<file path="src/rtl/mem_fetch_arbiter_if.sv">
// rtl/mem_fetch_arbiter_if.sv - request/response and SPI engine signals of mem_fetch_arbiter
//
// Groups the fetch port, load port, shared response word, buffer invalidate
// and the level-held start/done handshake of the SPI read engine.
//   slave  : arbiter side (takes requests, drives acks and the engine start)
//   master : core / engine side
interface mem_fetch_arbiter_if;
    logic        if_req;
    logic [23:0] if_addr;
    logic        if_ack;
    logic        ld_req;
    logic [23:0] ld_addr;
    logic        ld_ack;
    logic [31:0] rsp_data;
    logic        ibuf_inv;
    logic        mem_start;
    logic [23:0] mem_addr;
    logic [31:0] mem_data;
    logic        mem_done;

    modport slave (
        input  if_req, if_addr, ld_req, ld_addr, ibuf_inv, mem_data, mem_done,
        output if_ack, ld_ack, rsp_data, mem_start, mem_addr
    );

    modport master (
        output if_req, if_addr, ld_req, ld_addr, ibuf_inv, mem_data, mem_done,
        input  if_ack, ld_ack, rsp_data, mem_start, mem_addr
    );
endinterface

</file>
<file path="src/rtl/mem_fetch_arbiter.sv">
// rtl/mem_fetch_arbiter.sv - shares one SPI flash read engine between fetch and load
//
// Arbitrates instruction fetch and data load requests onto the SPI read
// engine: loads win, except that after MAX_LD_STREAK back-to-back load grants
// with a fetch waiting the fetch is served. A one-entry instruction buffer
// answers a repeated fetch of the last fetched word in one cycle.
// Ports:
//   clk   : system clock
//   rst_n : synchronous active-low reset
//   bus   : mem_fetch_arbiter_if.slave (if_*, ld_*, rsp_data, ibuf_inv, mem_*)
// All outputs are registered.
module mem_fetch_arbiter #(
    parameter int unsigned MAX_LD_STREAK = 4,
    parameter bit          IBUF_EN       = 1'b1
) (
    input  logic                       clk,
    input  logic                       rst_n,
    mem_fetch_arbiter_if.slave         bus
);

    localparam logic [1:0] ST_IDLE    = 2'd0;
    localparam logic [1:0] ST_BUSY    = 2'd1;
    localparam logic [1:0] ST_RELEASE = 2'd2;

    localparam logic OWN_LD = 1'b0;
    localparam logic OWN_IF = 1'b1;

    localparam logic [3:0] STREAK_MAX = 4'(MAX_LD_STREAK);

    logic [1:0]  state_q, state_d;
    logic [3:0]  streak_q, streak_d;
    logic        owner_q, owner_d;
    logic        mem_start_q, mem_start_d;
    logic [23:0] mem_addr_q, mem_addr_d;
    logic        if_ack_q, if_ack_d;
    logic        ld_ack_q, ld_ack_d;
    logic [31:0] rsp_data_q, rsp_data_d;
    logic        buf_valid_q, buf_valid_d;
    logic [23:0] buf_addr_q, buf_addr_d;
    logic [31:0] buf_data_q, buf_data_d;

    logic grant_if;
    logic ibuf_hit;
    logic owner_req;

    // The fetch wins only when no load is waiting or the load streak is used up.
    assign grant_if  = bus.if_req && (!bus.ld_req || (streak_q == STREAK_MAX));
    // An invalidate in the same cycle must not let a stale word through.
    assign ibuf_hit  = IBUF_EN && buf_valid_q && !bus.ibuf_inv
                       && (bus.if_addr == buf_addr_q);
    assign owner_req = (owner_q == OWN_IF) ? bus.if_req : bus.ld_req;

    always_comb begin
        state_d     = state_q;
        streak_d    = streak_q;
        owner_d     = owner_q;
        mem_start_d = mem_start_q;
        mem_addr_d  = mem_addr_q;
        if_ack_d    = 1'b0;
        ld_ack_d    = 1'b0;
        rsp_data_d  = rsp_data_q;
        buf_valid_d = buf_valid_q;
        buf_addr_d  = buf_addr_q;
        buf_data_d  = buf_data_q;

        case (state_q)
            ST_IDLE: begin
                if (grant_if) begin
                    streak_d = '0;
                    if (ibuf_hit) begin
                        rsp_data_d = buf_data_q;
                        if_ack_d   = 1'b1;
                        state_d    = ST_RELEASE;
                    end else begin
                        mem_addr_d  = bus.if_addr;
                        mem_start_d = 1'b1;
                        owner_d     = OWN_IF;
                        state_d     = ST_BUSY;
                    end
                end else if (bus.ld_req) begin
                    // Only loads that overtake a waiting fetch count towards the streak.
                    if (bus.if_req) begin
                        streak_d = (streak_q == STREAK_MAX) ? streak_q : streak_q + 4'd1;
                    end else begin
                        streak_d = '0;
                    end
                    mem_addr_d  = bus.ld_addr;
                    mem_start_d = 1'b1;
                    owner_d     = OWN_LD;
                    state_d     = ST_BUSY;
                end
            end
            ST_BUSY: begin
                if (!owner_req) begin
                    // Requester gave up: drop start to abort the engine, no ack.
                    mem_start_d = 1'b0;
                    state_d     = ST_RELEASE;
                end else if (bus.mem_done) begin
                    rsp_data_d  = bus.mem_data;
                    mem_start_d = 1'b0;
                    state_d     = ST_RELEASE;
                    if (owner_q == OWN_IF) begin
                        if_ack_d    = 1'b1;
                        buf_addr_d  = mem_addr_q;
                        buf_data_d  = bus.mem_data;
                        buf_valid_d = 1'b1;
                    end else begin
                        ld_ack_d = 1'b1;
                    end
                end
            end
            ST_RELEASE: begin
                // One cycle with start low so the engine returns to its start state.
                state_d = ST_IDLE;
            end
            default: begin
                state_d = ST_IDLE;
            end
        endcase

        // Invalidate overrides a fill landing in the same cycle.
        if (bus.ibuf_inv) begin
            buf_valid_d = 1'b0;
        end
    end

    always_ff @(posedge clk) begin
        if (!rst_n) begin
            state_q     <= ST_IDLE;
            streak_q    <= '0;
            owner_q     <= OWN_LD;
            mem_start_q <= 1'b0;
            mem_addr_q  <= '0;
            if_ack_q    <= 1'b0;
            ld_ack_q    <= 1'b0;
            rsp_data_q  <= '0;
            buf_valid_q <= 1'b0;
            buf_addr_q  <= '0;
            buf_data_q  <= '0;
        end else begin
            state_q     <= state_d;
            streak_q    <= streak_d;
            owner_q     <= owner_d;
            mem_start_q <= mem_start_d;
            mem_addr_q  <= mem_addr_d;
            if_ack_q    <= if_ack_d;
            ld_ack_q    <= ld_ack_d;
            rsp_data_q  <= rsp_data_d;
            buf_valid_q <= buf_valid_d;
            buf_addr_q  <= buf_addr_d;
            buf_data_q  <= buf_data_d;
        end
    end

    assign bus.mem_start = mem_start_q;
    assign bus.mem_addr  = mem_addr_q;
    assign bus.if_ack    = if_ack_q;
    assign bus.ld_ack    = ld_ack_q;
    assign bus.rsp_data  = rsp_data_q;

endmodule

</file>
<file path="src/flat_wrapper.sv">
// flat-port wrapper written by rule: the top's interface ports become plain ports
module mem_fetch_arbiter_flat 
#(
    parameter int unsigned MAX_LD_STREAK = 4,
    parameter bit          IBUF_EN       = 1'b1
)
  (clk, rst_n, bus_if_req, bus_if_addr, bus_ld_req, bus_ld_addr, bus_ibuf_inv, bus_mem_data, bus_mem_done, bus_if_ack, bus_ld_ack, bus_rsp_data, bus_mem_start, bus_mem_addr);
  mem_fetch_arbiter_if bus_i ();
  input  logic clk;
  input  logic rst_n;
  input wire logic [$bits(bus_i.if_req)-1:0] bus_if_req;
  input wire logic [$bits(bus_i.if_addr)-1:0] bus_if_addr;
  input wire logic [$bits(bus_i.ld_req)-1:0] bus_ld_req;
  input wire logic [$bits(bus_i.ld_addr)-1:0] bus_ld_addr;
  input wire logic [$bits(bus_i.ibuf_inv)-1:0] bus_ibuf_inv;
  input wire logic [$bits(bus_i.mem_data)-1:0] bus_mem_data;
  input wire logic [$bits(bus_i.mem_done)-1:0] bus_mem_done;
  output wire logic [$bits(bus_i.if_ack)-1:0] bus_if_ack;
  output wire logic [$bits(bus_i.ld_ack)-1:0] bus_ld_ack;
  output wire logic [$bits(bus_i.rsp_data)-1:0] bus_rsp_data;
  output wire logic [$bits(bus_i.mem_start)-1:0] bus_mem_start;
  output wire logic [$bits(bus_i.mem_addr)-1:0] bus_mem_addr;
  assign bus_i.if_req = bus_if_req;
  assign bus_i.if_addr = bus_if_addr;
  assign bus_i.ld_req = bus_ld_req;
  assign bus_i.ld_addr = bus_ld_addr;
  assign bus_i.ibuf_inv = bus_ibuf_inv;
  assign bus_i.mem_data = bus_mem_data;
  assign bus_i.mem_done = bus_mem_done;
  assign bus_if_ack = bus_i.if_ack;
  assign bus_ld_ack = bus_i.ld_ack;
  assign bus_rsp_data = bus_i.rsp_data;
  assign bus_mem_start = bus_i.mem_start;
  assign bus_mem_addr = bus_i.mem_addr;
  mem_fetch_arbiter #(.MAX_LD_STREAK(MAX_LD_STREAK), .IBUF_EN(IBUF_EN)) u_core (.clk(clk), .rst_n(rst_n), .bus(bus_i));
endmodule
</file>
<file path="config.mk">
export PLATFORM = sky130hd
export DESIGN_NAME = mem_fetch_arbiter_flat
export DESIGN_NICKNAME = d
export VERILOG_FILES = /design/src/rtl/mem_fetch_arbiter_if.sv /design/src/rtl/mem_fetch_arbiter.sv /design/src/flat_wrapper.sv
export SDC_FILE = /design/constraint.sdc
export NUM_CORES = 1
export LEC_CHECK = 0
export CAP_MARGIN = 5
export CORE_MARGIN = 10
export CORE_UTILIZATION = 50
export CTS_CLUSTER_DIAMETER = 150
export DETAILED_ROUTE_END_ITERATION = 7
export DONT_BUFFER_PORTS = 1
export GPL_TIMING_DRIVEN = 0
export HOLD_SLACK_MARGIN = 0.02
export PLACE_DENSITY = 0.71
export REMOVE_ABC_BUFFERS = 1
export SLEW_MARGIN = 30
export SYNTH_ARGS = -nofsm -noshare
export SYNTH_HDL_FRONTEND = slang
export SYNTH_SLANG_ARGS = --single-unit
</file>
<file path="constraint.sdc">
create_clock -name clk -period 1.8 [get_ports clk]
set_input_delay 0.18 -clock clk [delete_from_list [all_inputs] [get_ports clk]]
set_output_delay 0.18 -clock clk [all_outputs]
set_load 0.01 [all_outputs]
</file>
==> flow_summary.yaml, run 1 <==
critical_path:
  cp_slowest_cell: "or3_4"
  cp.buffers_inverters: 1
  rr_startpoint: "u_core.buf_addr_q[9]"
  crit_fanout: 7
  crit_family: "simple AND/OR/NAND/NOR gates"
  end_kind: "flop"
  cpPeakStageDelay_ns: 0.40
  cp-startpoint: "u_core.buf_addr_q[9]"
  critPathArrivalTime_ns: 2.31
  start_kind: "flop"
  crit_chain: "xor2_1 -> or3_4 -> nor4_4 -> buf_6 -> nand4_4 -> a21oi_2 -> a311oi_2"
  required_ns: 2.07
  crit_type: "reg -> reg"
power:
  combPwrFrac: 0.141
  seqPwrFrac: 0.406
  switching_share: 0.261
  switching_power_w: 0.00202
  finalPower_w: 0.00773
  cellPowerDensity_mw_per_mm2: 1020
  power.leakage_nw: 2.64
  p_int_w: 0.00572
  irDropWorstVdd_mv: 0.818
  p_clk_frac: 0.453
run_status:
  violations: "negative setup slack"
  status: "finished, violations left"
global_route:
  grt_max_degree: 46
  overflow: 0
  grtUsageTotal: 0.223
  grt_pass1_vias: 5231
  antenna_found_initial: 0
  grt_pass1_wl_um: 28700
routing:
  vias: 5285
  wl_um: 19000
  drt_iter0_drc: 444
  wire_per_inst_um: 22.3
  first_pass_iters: 5
  viasPerCell: 6.21
  ant_nets: 0
  route.detailed.drc: 0
timing:
  fin_ws_ns: -0.239
  fmax_mhz: 490
  rsz0062_at_grt: "true"
  min_period_ns: 2.04
  finalMaxSlewViolations: 0
  worstMarginPinSlew_ns: 0.631
  finalSetupViolations: 61
  finalClockSkew_ns: 0.00592
  period_share: 1.13
  slew-limit-headroom: 0.576
  hold_viol: 0
die:
  die_w_um: 126
  rows: 38
  core_area_mm2: 0.0109
  fp.dieArea_mm2: 0.0159
  initial_utilization: 0.513
  num_io_pins: 145
  die_h_um: 126
synthesis:
  ys_seq_elements: 123
  postSynthAreaPerCell_um2: 8.57
  synthArstFlopShare: 0
  synth_edf_count: 0
  synthCells: 655
  synth_top_area_share: 0.439
  ys_seq_area_frac: 0.439
  yosys_warnings: 0
  yosysTopAreaCell: "dfxtp_1"
  syn_area_mm2: 0.00561
  ys.flop_type: "dfxtp_1"
  ys_top_cells_by_area: "dfxtp_1, nand2_1, a21oi_1"
  synth_cell_types: 40
hold_path:
  hold_path.class: "in -> reg"
  min_from: "bus_mem_done"
clock_tree:
  clk_pin_slew_worst_paths_ns: 0.06
  clockBufferDepth: 2
  cts_sinks: 123
  clk_latency_ns: 0.41
  htreeDepth: 4
  cts_tree: "done"
  cts_root_buffer: "clkbuf_16"
  cts_buffers: 17
layout:
  post-route-util: 0.691
  area_growth_pct: 34.7
  final_cell_mix: "nand2_1, dfxtp_1, a21oi_1, dlygate4sd3_1, o21ai_0"
  drive_above_1_share: 0.255
  nets: 786
  n_antenna_cell: 0
  final_cell_area_mm2: 0.00756
  final_common_cell: "nand2_1"
placed_design:
  dpl-instance-area_mm2: 0.00576
  port_buffers: 0
  pre_cts_slack_ns: -0.990
  gp_congestion: 0.780
  dp_hpwl_um: 9830
flow_run:
  maxCapViolations: 0
metal layers:
metal	up-vias	GRT usage	routed length [µm]
met5	-	0	0
met1	2545	0.257	7400
met4	0	0.0831	487
met3	48	0.0910	2040
met2	278	0.362	9060
li1	2414	-	-
tightest hold or removal path: stages:
cell and delay, ns:
nand3b_1 0.06, o21ai_0 0.09, a22oi_2 0.08
state kept, by name, summed over array words and instances (netlist names), 2 cells and up:
name and cells:
u_core.buf_data_q 32, u_core.state_q 2, u_core.buf_addr_q 24, u_core.bus.rsp_data 32, u_core.bus.mem_addr 24, u_core.streak_q 4
final timing paths:
| check | cells after the start | slack, ns | end |
|---|---|---|---|
| max | 7 | -0.24 | u_core.bus.mem_addr[6] |
| min | 3 | 0.06 | u_core.bus.rsp_data[24] |
| max reg2reg | 7 | -0.24 | u_core.bus.mem_addr[6] |
| min reg2reg | 2 | 0.45 | u_core.buf_data_q[31] |
power by group through the flow:
stage	Clock, W	Combinational (W)	Sequential [W]
2_1_floorplan	0	0.000579	0.00312
3_3_place_gp	0	0.000682	0.00318
3_5_place_dp	0	0.000748	0.00318
4_1_cts	0.00354	0.00100	0.00314
5_1_grt	0.00364	0.00118	0.00317
6_report	0.00350	0.00109	0.00314
synthesized netlist by cell type, types with 5 or more instances:
cell type	count
a21oi_1	84
a22oi_1	32
a311oi_2	24
and3_1	5
buf_2	12
clkbuf_1	37
dfxtp_1	123
inv_1	10
mux2i_1	27
nand2_1	151
nand2b_1	12
nand3b_1	33
nand4_1	5
nor2_1	9
nor3_1	6
o21ai_0	35
xnor2_1	13
kinds of logic (layout without fill, tap and decap cells):
kind of cell             after synthesis  count (layout)  share of synthesized area
AO/OA/AOI/OAI                        182             185                      0.222
XOR/XNOR                              17              17                     0.0265
adder cells (fa/ha/maj)                2               2                    0.00446
buffers and inverters                 65             109                     0.0502
flip-flops                           123             123                      0.439
multiplexers                          27              27                     0.0482
AND/OR/NAND/NOR                      239             248                      0.209
what timing repair did:
item,4_1_cts,5_1_grt
endpoints found under the setup margin,62,68
buffers inserted,18,1
hold buffers,37,0
hold endpoints to repair,71,0
pin swaps,45,39
gates resized for setup,74,35
gates cloned,11,1
metrics by stage:
| step | setup TNS [ns] | hold WS (ns) | instances |
|---|---|---|---|
| after floorplan | -272.28 | 0.259 | 600 |
| after global placement | -454.62 | 0.261 | 740 |
| after detailed placement | -52.29 | 0.263 | 751 |
| after CTS | -7.58 | 0.0204 | 849 |
| after global routing | -11.42 | 0.0543 | 851 |
| final | -7.29 | 0.0558 | 851 |
area by class of cell:
type	count	area [µm²]
multi-input cells	479	3480
fillers	791	3380
flip-flops and latches	123	2470
repair buffers	67	767
clock buffers	27	543
well taps	140	175
clock inverters	5	77.6
inverters	10	40.0
Note: power is estimated with default switching activity, not from simulation.
==> run 2, diff against run 1 <==
- BUFFER_PORTS_ARGS: unset -> -buffer_cell sky130_fd_sc_hd__clkbuf_2
- CORE_UTILIZATION: 50 -> 48
- DONT_BUFFER_PORTS: 1 -> unset
- PLACE_DENSITY: 0.71 -> 0.79
==> flow_summary.yaml, run 2 (same netlist as run 1, synthesis figures left out) <==
run_status:
  status: "finished, violations left"
  violations: "negative setup slack"
critical_path:
  rr_startpoint: "u_core.buf_addr_q[2]"
  crit_chain: "xor2_2 -> or4_4 -> nor4_4 -> buf_6 -> nand4_4 -> a21oi_1 -> a311oi_2"
  end_kind: "flop"
  r2r_cells: 7
  crit_type: "reg -> reg"
  cp_slowest_cell: "or4_4"
  required_ns: 2.10
  crit_fanout: 7
  start_kind: "flop"
  critPathArrivalTime_ns: 2.33
  cp-startpoint: "u_core.buf_addr_q[2]"
  cpPeakStageDelay_ns: 0.50
layout:
  n_antenna_cell: 0
  final_cell_area_mm2: 0.00828
  multi_input_area_mm2: 0.00342
  final_common_cell: "nand2_1"
  seq_area_mm2: 0.00247
  nets: 934
  final_cell_mix: "nand2_1, clkbuf_2, dfxtp_1, a21oi_1, o21ai_0"
  area_growth_pct: 47.6
  drive_above_1_share: 0.390
  fill_cells: 822
timing:
  min_period_ns: 2.03
  slew-limit-headroom: 0.600
  period_share: 1.13
  rsz0062_at_grt: "true"
  finalSetupViolations: 61
  fin_ws_ns: -0.234
  whs_ns: 0.128
  hold_viol: 0
  finalClockSkew_ns: 0.00664
  finalMaxSlewViolations: 0
  fmax_mhz: 492
  worstMarginPinSlew_ns: 0.596
global_route:
  grt_max_degree: 49
  grtUsageTotal: 0.240
  antenna_found_initial: 0
  grt_pass1_vias: 6358
  grt_pass1_wl_um: 32300
  overflow: 0
die:
  die_h_um: 128
  initial_utilization: 0.491
  fp.dieArea_mm2: 0.0164
  core_area_mm2: 0.0114
  die_w_um: 128
  rows: 39
  num_io_pins: 145
clock_tree:
  cts_sinks: 123
  htreeDepth: 4
  clockBufferDepth: 2
  cts_buffers: 17
  clk_latency_ns: 0.42
  cts_tree: "done"
  clk_pin_slew_worst_paths_ns: 0.06
  cts_root_buffer: "clkbuf_16"
flow_run:
  maxCapViolations: 0
routing:
  wire_per_inst_um: 20.7
  drt_iter0_drc: 675
  route.detailed.drc: 0
  ant_nets: 0
  first_pass_iters: 5
  viasPerCell: 5.96
  wl_um: 20700
  vias: 5975
placed_design:
  port_buffers: 144
  gp_congestion: 0.761
  dp_hpwl_um: 11100
  dpl-instance-area_mm2: 0.00652
power:
  power.leakage_nw: 3.27
  cellPowerDensity_mw_per_mm2: 990
  irDropWorstVdd_mv: 0.787
hold_path:
  min_from: "bus_ld_addr[2]"
  hold_path.class: "in -> reg"
  hold_depth: 3
-- run 2: path summary, 6_finish.rpt --
check | to | slack, ns
setup / recovery | u_core.bus.mem_addr[1] | -0.23
hold reg to reg | u_core.buf_data_q[1] | 0.45
setup reg to reg | u_core.bus.mem_addr[1] | -0.23
hold / removal | u_core.bus.mem_addr[2] | 0.13
-- run 2: power breakdown --
group	switching, W	internal [W]	total [W]	leakage (nW)
sequential	0.000142	0.00290	0.00304	1.00
clock	0.00127	0.00241	0.00368	0.312
combinational	0.000820	0.000658	0.00148	1.96
total	0.00223	0.00597	0.00820	3.27
-- run 2: per-layer routing --
layer / track usage / share of wire / vias up
met1: 0.263 / 0.38 / 2860
met4: 0.119 / 0.031 / 0
li1: - / - / 2711
met3: 0.0773 / 0.097 / 58
met2: 0.409 / 0.49 / 346
met5: 0 / 0 / -
-- run 2: cell type report --
cell class | instances | area share
multi-input cells | 478 | 0.413
flip-flops and latches | 123 | 0.298
repair buffers | 216 | 0.185
clock buffers | 20 | 0.0564
well taps | 143 | 0.0216
clock inverters | 12 | 0.0204
inverters | 10 | 0.00484
-- run 2: timing repair --
action | 4_1_cts | 5_1_grt
endpoints found under the hold margin | 33 | 0
pin swaps | 56 | 27
setup endpoints to repair | 89 | 93
gates resized for setup | 70 | 35
cloned | 9 | 2
hold buffers | 33 | 0
buffers inserted | 20 | 7
-- run 2: stage by stage --
stage / std cells / setup slack, ns / utilization / power (W) / setup TNS, ns
finish: 1002 / -0.234 / 0.725 / 0.00820 / -6.29
global route: 1002 / -0.326 / 0.725 / 0.00846 / -10.69
CTS: 993 / -0.339 / 0.708 / 0.00807 / -9.40
detailed placement: 899 / -1.11 / 0.571 / 0.00424 / -71.67
global placement: 887 / -5.69 / 0.549 / 0.00413 / -486.10
floorplan: 600 / -3.97 / - / 0.00370 / -272.28
-- run 2: worst max-delay path: cells and delay by family, from the launching register on --
kind | cells | cell delay (ns)
AOI/OAI and AO/OA | 2 | 0.32
xor gates and xnor gates | 1 | 0.19
buffers and inverters | 1 | 0.19
DFF | 1 | 0.33
and+or+nand+nor | 3 | 0.88
